--- src/rtl/regbus_arbiter_pkg.sv ---
// Shared types and helpers for the register-bus arbiter and its round-robin picker.
package regbus_arbiter_pkg;

  // Transaction sequencer states.
  typedef enum logic [1:0] {
    StIdle   = 2'd0,
    StStrobe = 2'd1,
    StWait   = 2'd2,
    StDone   = 2'd3
  } arb_state_e;

  // Width of a requester index; at least one bit even for a single requester.
  function automatic int unsigned idx_width(int unsigned n);
    return (n > 1) ? $clog2(n) : 1;
  endfunction

  // Width of the read-latency counter: clog2(RD_LAT+1), at least one bit.
  function automatic int unsigned cnt_width(int unsigned lat);
    return (lat > 0) ? $clog2(lat + 1) : 1;
  endfunction

endpackage

--- src/rtl/regbus_arbiter_rr_picker.sv ---
// Combinational round-robin picker: returns the first asserted request found when
// searching upward from ptr with wrap-around. Shared with other bus masters.
module regbus_arbiter_rr_picker
  import regbus_arbiter_pkg::*;
#(
  parameter int unsigned N = 2,
  localparam int unsigned IdxW = idx_width(N)
) (
  input  logic [N-1:0]    req,
  input  logic [IdxW-1:0] ptr,
  output logic [IdxW-1:0] grant,
  output logic            valid
);

  logic [IdxW-1:0] cand;

  // Walk offsets from farthest to nearest so the nearest asserted request wins.
  always_comb begin
    grant = '0;
    valid = 1'b0;
    cand  = '0;
    for (int off = int'(N) - 1; off >= 0; off--) begin
      cand = IdxW'((32'(ptr) + 32'(off)) % N);
      if (req[cand]) begin
        grant = cand;
        valid = 1'b1;
      end
    end
  end

endmodule

--- src/rtl/regbus_arbiter.sv ---
// regbus_arbiter: shares the single register bus in front of the address decoder
// between N requesters. One transaction at a time: grant, one-cycle strobe, optional
// read-latency wait, then a one-cycle ack to the granted requester.
// Build option: define REGBUS_ARB_FIXED_PRIO_EN to freeze the round-robin pointer at 0
// (requester 0 highest priority). Latency and handshake are the same in both builds.
module regbus_arbiter
  import regbus_arbiter_pkg::*;
#(
  parameter int unsigned N      = 2,
  parameter int unsigned A_BITS = 16,
  parameter int unsigned D      = 8,
  parameter int unsigned RD_LAT = 1
) (
  input  logic                  clk,
  input  logic                  reset,
  input  logic [N-1:0]          req,
  input  logic [N-1:0]          we,
  input  logic [N*A_BITS-1:0]   addr,
  input  logic [N*D-1:0]        wdata,
  output logic [N-1:0]          ack,
  output logic [D-1:0]          rdata,
  output logic [A_BITS-1:0]     bus_a,
  output logic                  bus_rd,
  output logic                  bus_wr,
  output logic [D-1:0]          bus_wdata,
  input  logic [D-1:0]          bus_rdata
);

  localparam int unsigned     IdxW       = idx_width(N);
  localparam int unsigned     CntW       = cnt_width(RD_LAT);
  localparam logic [IdxW-1:0] LastIdx    = IdxW'(N - 1);
  localparam logic [CntW-1:0] CntLast    = CntW'(RD_LAT);
  // Value the decoder returns for unmapped addresses; also the rdata reset value.
  localparam logic [D-1:0]    RdataReset = {D{1'b1}};

  arb_state_e        state_q, state_d;
  logic [IdxW-1:0]   grant_q, grant_d;
  logic [IdxW-1:0]   ptr_q, ptr_d, ptr_next;
  logic [IdxW-1:0]   pick_idx;
  logic              pick_valid;
  logic              we_q, we_d;
  logic [A_BITS-1:0] bus_a_q, bus_a_d;
  logic [D-1:0]      bus_wdata_q, bus_wdata_d;
  logic [D-1:0]      rdata_q, rdata_d;
  logic [CntW-1:0]   cnt_q, cnt_d;
  int unsigned       sel;

  regbus_arbiter_rr_picker #(
    .N (N)
  ) u_picker (
    .req   (req),
    .ptr   (ptr_q),
    .grant (pick_idx),
    .valid (pick_valid)
  );

`ifdef REGBUS_ARB_FIXED_PRIO_EN
  assign ptr_next = '0;
`else
  assign ptr_next = (grant_q == LastIdx) ? '0 : grant_q + 1'b1;
`endif

  // State register; reset cuts any transaction in flight.
  always_ff @(posedge clk or posedge reset) begin
    if (reset) begin
      state_q <= StIdle;
    end else begin
      state_q <= state_d;
    end
  end

  // Next-state logic.
  always_comb begin
    state_d = state_q;
    unique case (state_q)
      StIdle: begin
        if (pick_valid) state_d = StStrobe;
      end
      StStrobe: begin
        if (we_q || RD_LAT == 0) state_d = StDone;
        else                     state_d = StWait;
      end
      StWait: begin
        if (cnt_q == CntLast) state_d = StDone;
      end
      StDone: begin
        state_d = StIdle;
      end
      default: state_d = StIdle;
    endcase
  end

  // Grant capture, latency counter, read-data capture and pointer advance.
  always_comb begin
    grant_d     = grant_q;
    we_d        = we_q;
    bus_a_d     = bus_a_q;
    bus_wdata_d = bus_wdata_q;
    rdata_d     = rdata_q;
    cnt_d       = cnt_q;
    ptr_d       = ptr_q;
    sel         = 32'(pick_idx);
    unique case (state_q)
      StIdle: begin
        // Request fields are sampled only here; later changes are ignored.
        if (pick_valid) begin
          grant_d     = pick_idx;
          we_d        = we[pick_idx];
          bus_a_d     = addr[sel*A_BITS +: A_BITS];
          bus_wdata_d = wdata[sel*D +: D];
        end
      end
      StStrobe: begin
        if (!we_q) begin
          if (RD_LAT == 0) rdata_d = bus_rdata;
          else             cnt_d   = CntW'(1);
        end
      end
      StWait: begin
        if (cnt_q == CntLast) rdata_d = bus_rdata;
        else                  cnt_d   = cnt_q + 1'b1;
      end
      StDone: begin
        ptr_d = ptr_next;
      end
      default: ;
    endcase
  end

  // Datapath registers.
  always_ff @(posedge clk or posedge reset) begin
    if (reset) begin
      grant_q     <= '0;
      we_q        <= 1'b0;
      bus_a_q     <= '0;
      bus_wdata_q <= '0;
      rdata_q     <= RdataReset;
      cnt_q       <= '0;
      ptr_q       <= '0;
    end else begin
      grant_q     <= grant_d;
      we_q        <= we_d;
      bus_a_q     <= bus_a_d;
      bus_wdata_q <= bus_wdata_d;
      rdata_q     <= rdata_d;
      cnt_q       <= cnt_d;
      ptr_q       <= ptr_d;
    end
  end

  // Moore outputs: strobe in StStrobe, one-hot ack in StDone.
  always_comb begin
    ack    = '0;
    bus_rd = 1'b0;
    bus_wr = 1'b0;
    unique case (state_q)
      StStrobe: begin
        bus_rd = ~we_q;
        bus_wr = we_q;
      end
      StDone: begin
        ack[grant_q] = 1'b1;
      end
      default: ;
    endcase
  end

  assign bus_a     = bus_a_q;
  assign bus_wdata = bus_wdata_q;
  assign rdata     = rdata_q;

endmodule

--- config.mk ---
export PLATFORM = sky130hd
export DESIGN_NAME = regbus_arbiter
export DESIGN_NICKNAME = d
export VERILOG_FILES = /design/src/rtl/regbus_arbiter_pkg.sv /design/src/rtl/regbus_arbiter_rr_picker.sv /design/src/rtl/regbus_arbiter.sv
export SDC_FILE = /design/constraint.sdc
export NUM_CORES = 1
export LEC_CHECK = 0
export ABC_CLOCK_PERIOD_IN_PS = 1700
export BUFFER_PORTS_ARGS = -buffer_cell sky130_fd_sc_hd__clkbuf_2
export CAP_MARGIN = 10
export CORE_ASPECT_RATIO = 0.75
export CORE_MARGIN = 4
export CORE_UTILIZATION = 25
export CTS_BUF_LIST = sky130_fd_sc_hd__clkbuf_8
export DETAILED_ROUTE_END_ITERATION = 10
export GPL_TIMING_DRIVEN = 0
export PLACE_DENSITY = 0.48
export SLEW_MARGIN = 25
export SYNTH_ARGS = -nofsm -noshare
export SYNTH_HDL_FRONTEND = slang
export SYNTH_SLANG_ARGS = --single-unit
export TNS_END_PERCENT = 50
--- constraint.sdc ---
create_clock -name clk -period 1.7 [get_ports clk]
set_input_delay 0.085 -clock clk [delete_from_list [all_inputs] [get_ports clk]]
set_output_delay 0.085 -clock clk [all_outputs]
set_load 0.02 [all_outputs]
==> metrics.md <==
| Metric | Value |
|---|---|
| P_sw | `2000 uW` |
| Multi-input gate area | `between 700 and 800 sq um` |
| Clock Latency Late Sink | `between 0.2 and 0.3 ns` |
| CP endpoint kind | `flip-flop` |
| Slew @ Worst Pin | `0.412 ns` |
| Layout cells sized above 1 | `45.5%` |
| CP max FO | `4` |
| Status | `complete, no violations` |
| Hold WC Path Type | `in2reg` |
| Clock power frac | `13.4%` |
| Rows | `27` |
| Cell taking the most area after synthesis | `dfrtp_1` |
| Placed instance count | `393` |
| Post-synth EDFFs | `0` |
| Initial core utilization | `25.7%` |
| Max Cap Viol | `0` |
| Largest net degree at the start of global routing | `24` |
| Vias per std cell | `4.51` |
| Final period util | `91.0%` |
| Sequential share of the synthesized area | `50.8%` |
| Register area | `961 sq um` |
| Setup ws final | `roughly 0.15 ns` |
| DRT antenna net count | `0` |
| Pre-CTS setup slack | `0.171 ns` |
| Crit path kind | `reg2reg` |
| Cell-internal power | `2710 uW` |
| N_diodes | `0` |
| Antenna violations before repair | `0` |
| Pwr/cell area | `1800 mW/mm^2` |
| Total CTS buffers | `5` |
| Drt wl/cell | `14.7 um` |
| Seq cells post-synth | `38` |
| Primary FF master, synth | `dfrtp_1` |
| Post-DP HPWL | `4480 um` |
| Slew HR | `72.5%` |
| IO Count | `98` |
| Area Overhead vs Synth | `38.7%` |
| Fill cells | `769` |
| Hold Violations, Final | `0` |
| Design Power | `4710 uW` |
| CTS tree | `done` |
| Core ar. | `0.00736 sq mm` |
| Hold Startpoint | `bus_rdata[4]` |
| Post-synth cell types | `26` |
| Global routing's busiest layer | `met2` |
| Gpl congestion | `0.659` |
| Final clock skew | `0.00642 ns` |
| Grt met2 use | `20.9%` |
| Clk root buf | `clkbuf_8` |
| Deepest clock path buffer count | `2` |
| Leakage | `0.00125 uW` |
| Clock-pin slew on the worst setup and hold paths | `0.07 ns` |
| Peak supply drop | `0.535 mV` |
| Flop pwr share | `35.7%` |
| Yosys warning count | `0` |
| Fmax | `about 650 MHz` |
| Synth top area cells | `dfrtp_1, dfstp_2, a31oi_1` |
| Synth Cell Area | `0.00189 sq mm` |
| CP arrival | `1.71 ns` |
| Max Slew Vio Count | `0` |
| Worst path required time | `1.87 ns` |
| CP max stage delay | `approximately 0.41 ns` |
| Die height | `83.3 um` |
| Synth cell count leaders | `dfrtp_1, nor2_1, nand3_1` |
| Input/output buffers | `97` |
| Post-synthesis async set-or-reset flop share | `100%` |
| Die X | `108 um` |
| Post-CTS sizing | `0` |
| Full die area | `0.00904 sq mm` |
| WL final | `~6000 um` |
| Switching share of power | `42.5%` |
| CP Launch Type | `flip-flop` |
| CP Cell Sequence | `inv_1 -> ha_1 -> nor2b_1 -> a21oi_1 -> mux2_2` |
| DRC violation count after routing | `0` |
| CTS sink count | `38` |
| Vias | `1814` |
| Gate power share | `around half` |
| Slowest library cell on the worst path | `dfrtp_1` |
| Drt first-iter violations | `100` |
| Global route overflow | `0` |
| Vias in the first global route | `around 1900` |
| Fin crit period | `around 1.5 ns` |
| Setup TNS | `0 ns` |
| Final Setup Violations | `0` |
| Total GRT Usage | `13.4%` |
| Top-area cell type share of the netlist area | `39.7%` |
| CTS H-tree lvls | `2` |
| Fin nets | `367` |
| Post-synth net total | `261` |
| First-pass GRT wire length | `9560 um` |
| GR Util met1 | `18.3%` |
| Unrepaired setup endpoints after global routing | `no` |
| Worst r2r src | `state_q[0]$_DFFE_PP0P_` |
| Met3 Use GR | `4.04%` |
| CP startpoint | `state_q[0]$_DFFE_PP0P_` |
| Layout Cells excl Fill | `402` |
| Post-synthesis cell count | `194` |
| 1st-pass router iterations | `4` |
| Mapped Avg Cell Area | `9.75 sq um` |
| Hold_ws | `0.0288 ns` |
[cells by family after synthesis]
family          after synthesis  synth area share, %
mux                           9                 5.36
buf+inv                      22                 7.74
simple gates                 64                 15.3
fa+ha+maj                     5                 3.31
flops                        38                 50.8
compound gates               56                 17.5
[final cells by class]
class,count,share of cell area [%]
flip-flops and latches,38,36.6
multi-input cells,134,29.9
repair buffers,99,19.6
well taps,101,4.82
plain buffers,16,4.72
clock buffers,6,3.15
inverters,6,0.858
clock inverters,2,0.286
[power by group through the flow]
stage          logic [uW]  clock network, uW  registers, uW
2_1_floorplan        1160                  0           2160
3_3_place_gp         2410                  0           1690
3_5_place_dp         2450                  0           1700
4_1_cts              2440                666           1680
5_1_grt              2670                707           1750
6_report             2400                630           1680
[per-stage QoR]
stage | instance area [sq um] | util (%)
detailed placement | 2520 | 34.3
finish | 2620 | 35.6
floorplan | 1890 | -
global route | 2620 | 35.6
CTS | 2620 | 35.6
global placement | 2500 | 34.0
[flip-flops by register name, summed over array words and instances, names as in the netlist]
signal / count
bus_a: 16
bus_wdata: 8
rdata: 8
state_q: 2
cnt_q: 1
grant_q: 1
ptr_q: 1
we_q: 1
[worst paths after layout]
path	end	slack (ns)	depth (start not counted)
max	state_q[1]$_DFFE_PP0P_	0.15	5
min	rdata[4]$_DFFE_PP1P_	0.03	2
max reg2reg	state_q[1]$_DFFE_PP0P_	0.15	5
min reg2reg	cnt_q$_DFFE_PP0P_	0.50	1
max in group asynchronous	rdata[5]$_DFFE_PP1P_	0.85	4
min in group asynchronous	bus_a[15]$_DFFE_PP0P_	0.31	3
[critical path: cells and delay by family, from the launching register on]
family | cells | cell delay, ns
AO/OA/AOI/OAI | 1 | 0.18
multiplexers | 1 | 0.36
flip-flops | 1 | 0.41
adder cells (fa/ha/maj) | 1 | 0.24
buffers and inverters | 1 | 0.11
AND/OR/NAND/NOR | 1 | 0.15
[per-layer routing]
layer	vias to the layer above	wire (um)	part of all wire, %
met5	-	0	0
li1	899	-	-
met3	5	503	8.5
met1	842	2820	48
met2	68	2540	43
met4	0	44	0.75
[layout by cell type (no fill, tap or decap)]
master / instances
inv_2: 1
clkbuf_2: 97
a31oi_1: 24
o21ai_1: 1
dlygate4sd3_1: 1
and2b_1: 1
buf_6: 7
nor3_1: 1
a31oi_2: 1
clkbuf_1: 2
buf_4: 1
buf_12: 1
dfstp_2: 8
o21a_1: 1
ha_1: 5
a211oi_1: 1
nand2b_1: 1
nand2_1: 1
a211o_1: 1
nor2_1: 30
nand3_1: 26
buf_2: 6
mux2_2: 9
clkbuf_8: 6
nor2b_1: 2
o21ai_0: 25
and2_1: 2
a21oi_1: 1
inv_1: 7
a2bb2oi_1: 1
dfrtp_1: 30
[timing repair]
item / 4_1_cts / 5_1_grt
hold buffers: 1 / 0
setup buffers: 0 / 0
endpoints found under the hold margin: 15 / 0
Power figures use the tool's default switching activity.
